## src/rtl/uart_rx_core_if.sv

```systemverilog
// Push interface from the UART receiver into the RX FIFO: byte, push strobe,
// per-frame status pulses, and the FIFO-full back-pressure signal.
interface uart_rx_core_if #(
  parameter int DATA_BITS = 8
);
  logic [DATA_BITS-1:0] rx_data;
  logic                 rx_valid;
  logic                 rx_full;
  logic                 frame_err;
  logic                 parity_err;
  logic                 break_det;
  logic                 overrun;

  modport master (
    output rx_data, rx_valid, frame_err, parity_err, break_det, overrun,
    input  rx_full
  );

  modport slave (
    input  rx_data, rx_valid, frame_err, parity_err, break_det, overrun,
    output rx_full
  );
endinterface

```

## src/rtl/uart_rx_core.sv

```systemverilog
// Oversampling UART receiver: synchronises rx, recovers LSB-first frames at mid-bit,
// and pushes bytes plus framing/parity/break/overrun pulses toward the RX FIFO.
module uart_rx_core #(
  parameter int DATA_BITS   = 8,
  parameter int PARITY_EN   = 0,
  parameter int PARITY_ODD  = 0,
  parameter int OVERSAMPLE  = 16,
  parameter int DIVISOR     = 4,
  parameter int SYNC_STAGES = 2
) (
  input  logic           clk,
  input  logic           rst,
  input  logic           rx,
  output logic           busy,
  uart_rx_core_if.master push
);
  localparam int DW = (DIVISOR > 1) ? $clog2(DIVISOR) : 1;
  localparam int SW = $clog2(OVERSAMPLE);
  localparam int BW = $clog2(DATA_BITS + 1);
  localparam logic [DW-1:0] DIV_LAST = DW'(DIVISOR - 1);
  localparam logic [SW-1:0] SC_HALF  = SW'(OVERSAMPLE / 2 - 1);
  localparam logic [SW-1:0] SC_LAST  = SW'(OVERSAMPLE - 1);
  localparam logic [BW-1:0] BC_LAST  = BW'(DATA_BITS - 1);

  typedef enum logic [2:0] {IDLE, START, DATA, PARITY, STOP, BRK_WAIT} state_e;

  state_e               state_q, state_d;
  logic [SYNC_STAGES-1:0] sync_q;
  logic [DW-1:0]        div_q, div_d;
  logic [SW-1:0]        sc_q, sc_d;
  logic [BW-1:0]        bc_q, bc_d;
  logic [DATA_BITS-1:0] sh_q, sh_d, data_q;
  logic                 par_q, par_d, perr_q, perr_d;
  logic                 pend_q, pend_d, ferr_q, ferr_d, pflag_q, pflag_d, brk_q, brk_d;
  logic                 rxs, tick, mid, accept;

  assign rxs  = sync_q[SYNC_STAGES-1];
  assign tick = (div_q == DIV_LAST);
  assign mid  = tick && (sc_q == SC_LAST);

  always_comb begin
    state_d = state_q;
    div_d   = tick ? '0 : div_q + 1'b1;
    sc_d    = sc_q;
    bc_d    = bc_q;
    sh_d    = sh_q;
    par_d   = par_q;
    perr_d  = perr_q;
    pend_d  = 1'b0;
    ferr_d  = 1'b0;
    pflag_d = 1'b0;
    brk_d   = 1'b0;
    if (tick && state_q != IDLE) sc_d = (sc_q == SC_LAST) ? '0 : sc_q + 1'b1;
    unique case (state_q)
      IDLE: if (!rxs) begin
        state_d = START;
        div_d   = '0;
      end
      // Half a bit into START puts every later sc==LAST tick at mid-bit.
      START: if (tick && sc_q == SC_HALF) state_d = rxs ? IDLE : DATA;
      DATA: if (mid) begin
        sh_d = {rxs, sh_q[DATA_BITS-1:1]};
        bc_d = bc_q + 1'b1;
        if (bc_q == BC_LAST) state_d = (PARITY_EN != 0) ? PARITY : STOP;
      end
      PARITY: if (mid) begin
        par_d   = rxs;
        perr_d  = ((^sh_q) ^ rxs) != (PARITY_ODD != 0);
        state_d = STOP;
      end
      STOP: if (mid) begin
        pend_d  = 1'b1;
        pflag_d = (PARITY_EN != 0) && perr_q;
        if (rxs) state_d = IDLE;
        else begin
          ferr_d  = 1'b1;
          brk_d   = (sh_q == '0) && ((PARITY_EN == 0) || !par_q);
          state_d = BRK_WAIT;
        end
      end
      BRK_WAIT: if (rxs) state_d = IDLE;
      default: state_d = IDLE;
    endcase
    if (state_d != state_q) begin
      sc_d = '0;
      bc_d = '0;
    end
  end

  always_ff @(posedge clk) begin
    if (rst) begin
      state_q <= IDLE;
      sync_q  <= '1;
      div_q   <= '0;
      sc_q    <= '0;
      bc_q    <= '0;
      sh_q    <= '0;
      data_q  <= '0;
      par_q   <= 1'b0;
      perr_q  <= 1'b0;
      pend_q  <= 1'b0;
      ferr_q  <= 1'b0;
      pflag_q <= 1'b0;
      brk_q   <= 1'b0;
    end else begin
      state_q <= state_d;
      sync_q  <= {sync_q[SYNC_STAGES-2:0], rx};
      div_q   <= div_d;
      sc_q    <= sc_d;
      bc_q    <= bc_d;
      sh_q    <= sh_d;
      data_q  <= push.rx_data;
      par_q   <= par_d;
      perr_q  <= perr_d;
      pend_q  <= pend_d;
      ferr_q  <= ferr_d;
      pflag_q <= pflag_d;
      brk_q   <= brk_d;
    end
  end

  // rx_full is looked at in the push cycle itself, so the accept decision is combinational.
  assign accept          = pend_q & ~push.rx_full;
  assign push.rx_valid   = accept;
  assign push.overrun    = pend_q & push.rx_full;
  assign push.rx_data    = accept ? sh_q : data_q;
  assign push.frame_err  = ferr_q;
  assign push.parity_err = pflag_q;
  assign push.break_det  = brk_q;
  assign busy            = (state_q != IDLE);
endmodule

```

## src/flat_wrapper.sv

```systemverilog
// flat-port wrapper written by rule: the top's interface ports become plain ports
module uart_rx_core_flat 
#(
  parameter int DATA_BITS   = 8,
  parameter int PARITY_EN   = 0,
  parameter int PARITY_ODD  = 0,
  parameter int OVERSAMPLE  = 16,
  parameter int DIVISOR     = 4,
  parameter int SYNC_STAGES = 2
)
  (clk, rst, rx, busy, push_rx_data, push_rx_valid, push_frame_err, push_parity_err, push_break_det, push_overrun, push_rx_full);
  uart_rx_core_if #(.DATA_BITS(DATA_BITS)) push_i ();
  input  logic clk;
  input  logic rst;
  input  logic rx;
  output logic busy;
  output wire logic [$bits(push_i.rx_data)-1:0] push_rx_data;
  output wire logic [$bits(push_i.rx_valid)-1:0] push_rx_valid;
  output wire logic [$bits(push_i.frame_err)-1:0] push_frame_err;
  output wire logic [$bits(push_i.parity_err)-1:0] push_parity_err;
  output wire logic [$bits(push_i.break_det)-1:0] push_break_det;
  output wire logic [$bits(push_i.overrun)-1:0] push_overrun;
  input wire logic [$bits(push_i.rx_full)-1:0] push_rx_full;
  assign push_rx_data = push_i.rx_data;
  assign push_rx_valid = push_i.rx_valid;
  assign push_frame_err = push_i.frame_err;
  assign push_parity_err = push_i.parity_err;
  assign push_break_det = push_i.break_det;
  assign push_overrun = push_i.overrun;
  assign push_i.rx_full = push_rx_full;
  uart_rx_core #(.DATA_BITS(DATA_BITS), .PARITY_EN(PARITY_EN), .PARITY_ODD(PARITY_ODD), .OVERSAMPLE(OVERSAMPLE), .DIVISOR(DIVISOR), .SYNC_STAGES(SYNC_STAGES)) u_core (.clk(clk), .rst(rst), .rx(rx), .busy(busy), .push(push_i));
endmodule
```

## config.mk

```make
export PLATFORM = sky130hd
export DESIGN_NAME = uart_rx_core_flat
export DESIGN_NICKNAME = d
export VERILOG_FILES = /design/src/rtl/uart_rx_core_if.sv /design/src/rtl/uart_rx_core.sv /design/src/flat_wrapper.sv
export SDC_FILE = /design/constraint.sdc
export NUM_CORES = 1
export LEC_CHECK = 0
export CAP_MARGIN = 20
export CORE_ASPECT_RATIO = 0.6
export CORE_UTILIZATION = 49
export DETAILED_ROUTE_END_ITERATION = 16
export PLACE_DENSITY_LB_ADDON = 0.15
export SYNTH_ARGS = -nofsm -noshare
export SYNTH_HDL_FRONTEND = slang
export SYNTH_SLANG_ARGS = --single-unit
```

## constraint.sdc

```tcl
create_clock -name clk -period 1.9 [get_ports clk]
set_clock_uncertainty 0.2 [all_clocks]
set_input_delay 0.19 -clock clk [delete_from_list [all_inputs] [get_ports clk]]
set_output_delay 0.19 -clock clk [all_outputs]
set_load 0.005 [all_outputs]
```

# Word-level counts from Yosys, hierarchy flattened
# Cells that the tools add are included.
# Widths: inputs -> output; s select.
dict set report op_classes {
  add_sub_neg 3
  eq_ne 10
  mux 17
  bitwise_logic 5
  n_reduce_logical 11
}
# operator n
set op_table {}
lappend op_table {{$mux 3} 8}
lappend op_table {{$pmux 3 s6} 1}
lappend op_table {{$add 4x1->4 const B} 2}
lappend op_table {{$eq 4x3->1 const B} 2}
lappend op_table {{$logic_not 8->1} 1}
lappend op_table {{$mux 2} 4}
lappend op_table {{$mux 8} 1}
lappend op_table {{$eq 3x2->1 const B} 2}
lappend op_table {{$eq 3x3->1 const B} 2}
lappend op_table {{$eq 4x4->1 const B} 1}
lappend op_table {{$mux 4} 1}
lappend op_table {{$reduce_or 2->1} 2}
lappend op_table {{$reduce_or 4->1} 1}
lappend op_table {{$eq 3x1->1 const B} 1}
lappend op_table {{$logic_and 1x1->1} 3}
lappend op_table {{$logic_not 3->1} 1}
lappend op_table {{$ne 3x3->1} 1}
lappend op_table {{$not 1->1} 3}
lappend op_table {{$reduce_bool 3->1} 1}
lappend op_table {{$reduce_or 3->1} 1}
lappend op_table {{$add 2x1->2 const B} 1}
lappend op_table {{$and 1x1->1} 2}
lappend op_table {{$eq 2x2->1 const B} 1}
lappend op_table {{$mux 1} 2}
lappend op_table {{$reduce_and 2->1} 1}
dict set report totals {
  ff_bits 34
  inputBits 4
  out_inout_bits 14
  word_cells 56
}

# Depth between registers and ports, before layout
dict set report depth {
  depth_word 6
  depth_mapped 7
  depth_no_buf 5
}

# Worst setup path before layout
# OpenSTA, ideal clock, no wires.
dict set report synth_path {
  kind {reg2reg}
  start {reg u_core.div_q[0]}
  end {reg u_core.bc_q[1]}
  arrival_time_ps 1776
  setup_slack_ps -171
  stages_incl_launch_ff 8
  path_buffers 2
  path_cell_list {dfxtp_1 > ha_1 > and4_1 > clkbuf_1 > nand3_1 > or4b_1 > buf_2 > a221oi_1}
}
dict set report synth_between {
  elab_chain_len 6
}
# element line_no
set synth_rtl {}
lappend synth_rtl {{start, declared} uart_rx_core.sv:29} ;# logic [DW-1:0] div_q, div_d;
lappend synth_rtl {{start signal, assigned} uart_rx_core.sv:108} ;# div_q <= div_d;
lappend synth_rtl {{$eq 2x2->1 *} uart_rx_core.sv:38} ;# assign tick = (div_q == DIV_LAST);
lappend synth_rtl {{$logic_and 1x1->1 (on tied branches)} {uart_rx_core.sv:39, uart_rx_core.sv:60}}
lappend synth_rtl {{$mux 3 (on tied branches)} n/a}
lappend synth_rtl {{$pmux 3 s6} uart_rx_core.sv:54} ;# unique case (state_q)
lappend synth_rtl {{$ne 3x3->1} uart_rx_core.sv:84} ;# if (state_d != state_q) begin
lappend synth_rtl {{$reduce_or 2->1 (no source line)} n/a}
lappend synth_rtl {{end signal, assigned} uart_rx_core.sv:96} ;# bc_q <= '0;
lappend synth_rtl {{end signal, assigned} uart_rx_core.sv:110} ;# bc_q <= bc_d;
lappend synth_rtl {{end, declared} uart_rx_core.sv:31} ;# logic [BW-1:0] bc_q, bc_d;
# Mark *: on every way between the ends. The rest lies on a longest branch, timed or not.
# A chain may end at the register's enable or synchronous reset.

# Worst setup path in the final report
# Ends and elaborated chain as after synthesis.

==> impl_results.md <==
- Status: complete, but fails checks
- Violated checks: negative setup slack
- Ys async rst share: 0
- First-pass GRT wire length: 5.48 mm
- Vias/cell: 5.65
- CTS Buf Count: 5
- Drt drc: 0
- Sequential area share after synthesis: 0.450
- DP HPWL: 2.57 mm
- Number of global-route vias before repair: between 1000 and 1500
- Nets: ~220
- TritonCTS clock tree: built
- Arrival @ worst endpoint: about 2.0 ns
- Tot GR Track Use: 0.229
- Yosys warns: 0
- Synth area leader: dfxtp_1
- P&R area growth vs syn: 44.7%
- Ys flop type: dfxtp_1
- R2R Setup Slk: -0.05 ns
- Final hold vios: 0
- Core Box Area: 2910 sq um
- Syn Inst Count: 163
- Cell variety after synth: 45
- CP Max Fanout: 8
- Unrepaired setup endpoints after global routing: yes
- Final WS setup: -0.0533 ns
- Largest net degree at the start of global routing: 25
- Hold-fix buffer count after cts: 0
- Die area: between 3000 and 4000 sq um
- I/O pin cnt: 18
- Initial cell density of the core: 0.520
- Slew Limit Fails: 0
- Total grt overflow: 0
- DR vias: ~1400
- Placed cell count: about 240
- Most frequent cells in the layout: 29 x dfxtp_1, 26 x buf_4, 19 x nand2_1
- Hold Slack: ~0.23 ns
- Cell Area, Synth: approximately 1500 sq um
- Kind of critical path: reg -> reg
- Clock root cell: clkbuf_8
- Pre-CTS WS: -0.222 ns
- Initial antenna violation count: 0
- H-tree levels: 2
- Syn avg cell area: 9.28 sq um
- Port bufs: 16
- Post-route design area: about 2200 sq um
- Clock-pin slew on the worst setup and hold paths: 0.06 ns
- Starting DRT DRC Count: slightly above 60
- DR pass1 iterations: 4
- WP data required: 1.90 ns
- Hold Crit Class: reg -> reg
- GPL Wtd Cong: about 0.91
- Final antenna-violating net count: 0
- FF-to-FF path depth: 5
- Synth top area share: 0.450
- Commonest non-fill, non-tap cell in the layout: dfxtp_1
- Critical path endpoint category: flop
- Synth top area cells: dfxtp_1 45%, mux2_2 6.0%, nand2_1 5.5%, nor2b_1 3.7%, ha_1 3.3%
- EDFF count, synth: 0
- Die Wd: 73.7 um
- WL/cell: approximately 16 um
- Tcrit/Tclk final: 1.03
- Critical path launch point type: flop
- Number of diodes: 0
- Clock sinks: 34
- Setup TNS: -0.273 ns
- Share of layout cells above drive strength 1: 0.377
- Pwr dens: ~600 nW/um^2
- Die Span Y: 45.0 um
- Clock Tree Buf Depth: 2
- Worst Hold Depth: 1
- Tmin final: around 2.0 ns
- Peak supply drop: ~0.00047 V
- Fmax: ~510 MHz
- Finish-stage setup viols: 9
- Yosys reg bits: 34
- Placement Rows: 15
- Worst-skew pair later-pin latency: roughly 0.28 ns
- Post-DP Area: between 1500 and 2000 sq um
- LEAKAGE: about 0.86 nW
- Net Count, Synth: 171
- Final Non-Filler Cells: between 200 and 250
- Max Cap Violations: 0
- Routed WL: 4.03 mm
## synthesized netlist by cell type, types with 2 or more instances
cell and count:
o21ai_0 2, ha_1 4, or2_2 2, nand2_1 22, and3_1 2, a21oi_1 9
nand2b_1 3, nor2_1 4, a221oi_1 3, dfxtp_1 34, clkbuf_1 8, a31oi_1 2
and4_1 2, or3_1 2, nor4_1 6, mux2_2 8, nand3_1 4, a211oi_1 5
a2bb2oi_1 2, inv_1 3, nor2b_1 9, xnor2_1 3, nor3_1 2
## metrics by stage
| step | total power, mW | util |
|---|---|---|
| final | 1.31 | 0.753 |
| after detailed placement | 0.827 | 0.669 |
| after CTS | 1.31 | 0.693 |
| after global routing | 1.36 | 0.753 |
| after global placement | 0.823 | 0.669 |
| after floorplan | 0.797 | - |
## state kept, by name (all words and copies together), names as in the netlist, 2 cells and up
| name | flops |
|---|---|
| u_core.bc_q | 4 |
| u_core.data_q | 8 |
| u_core.div_q | 2 |
| u_core.sc_q | 4 |
| u_core.sh_q | 8 |
| u_core.state_q | 3 |
| u_core.sync_q | 2 |
## report_power, final
| part | total, mW | internal (mW) | switching (mW) |
|---|---|---|---|
| registers | 0.725 | 0.719 | 0.00612 |
| logic | 0.0940 | 0.0435 | 0.0505 |
| clock network | 0.496 | 0.252 | 0.244 |
| total | 1.31 | 1.01 | 0.300 |
## cell families (layout without fill, tap and decap cells)
group                    Yosys count  count (layout)  share of synthesized area
buffers and inverters             13              56                     0.0356
AO/OA/AOI/OAI                     30              30                      0.138
AND/OR/NAND/NOR                   68              69                      0.251
flip-flops                        34              34                      0.450
adder cells (fa/ha/maj)            4               4                     0.0331
other                              1               1                    0.00248
XOR/XNOR                           4               4                     0.0232
multiplexers                       9               9                     0.0662
## critical path: stages (launching register included)
cell      delay (ns)
dfxtp_2         0.35
ha_4            0.15
and4b_1         0.25
nor4_2          0.08
or4b_4          0.57
a221oi_2        0.26
## metal layers
layer	GRT usage	wire, um	vias to the layer above
li1	-	-	674
met1	0.332	1900	666
met2	0.334	1820	57
met3	0.0603	246	11
met4	0.0692	60	0
met5	0	0	-
## final timing paths
check                                      start                to
worst min register to register  u_core.sync_q[0]  u_core.sync_q[1]
worst max-delay path             u_core.div_q[0]    u_core.bc_q[1]
worst max register to register   u_core.div_q[0]    u_core.bc_q[1]
worst min-delay path            u_core.sync_q[0]  u_core.sync_q[1]
## final cells by class
cell class,instances,area (sq um)
clock buffers,7,76.3
well taps,42,52.6
multi-input cells,117,966
inverters,3,11.3
flip-flops and latches,34,692
repair buffers,46,392
fillers,208,719
## what timing repair did
action | CTS | global route
endpoints found under the setup margin | 20 | 21
pin swaps | 0 | 6
cloned | 0 | 1
buffers inserted | 0 | 6
hold endpoints to repair | 0 | 0
resized for setup | 13 | 25
No activity file was read; power rests on OpenSTA's default activity.
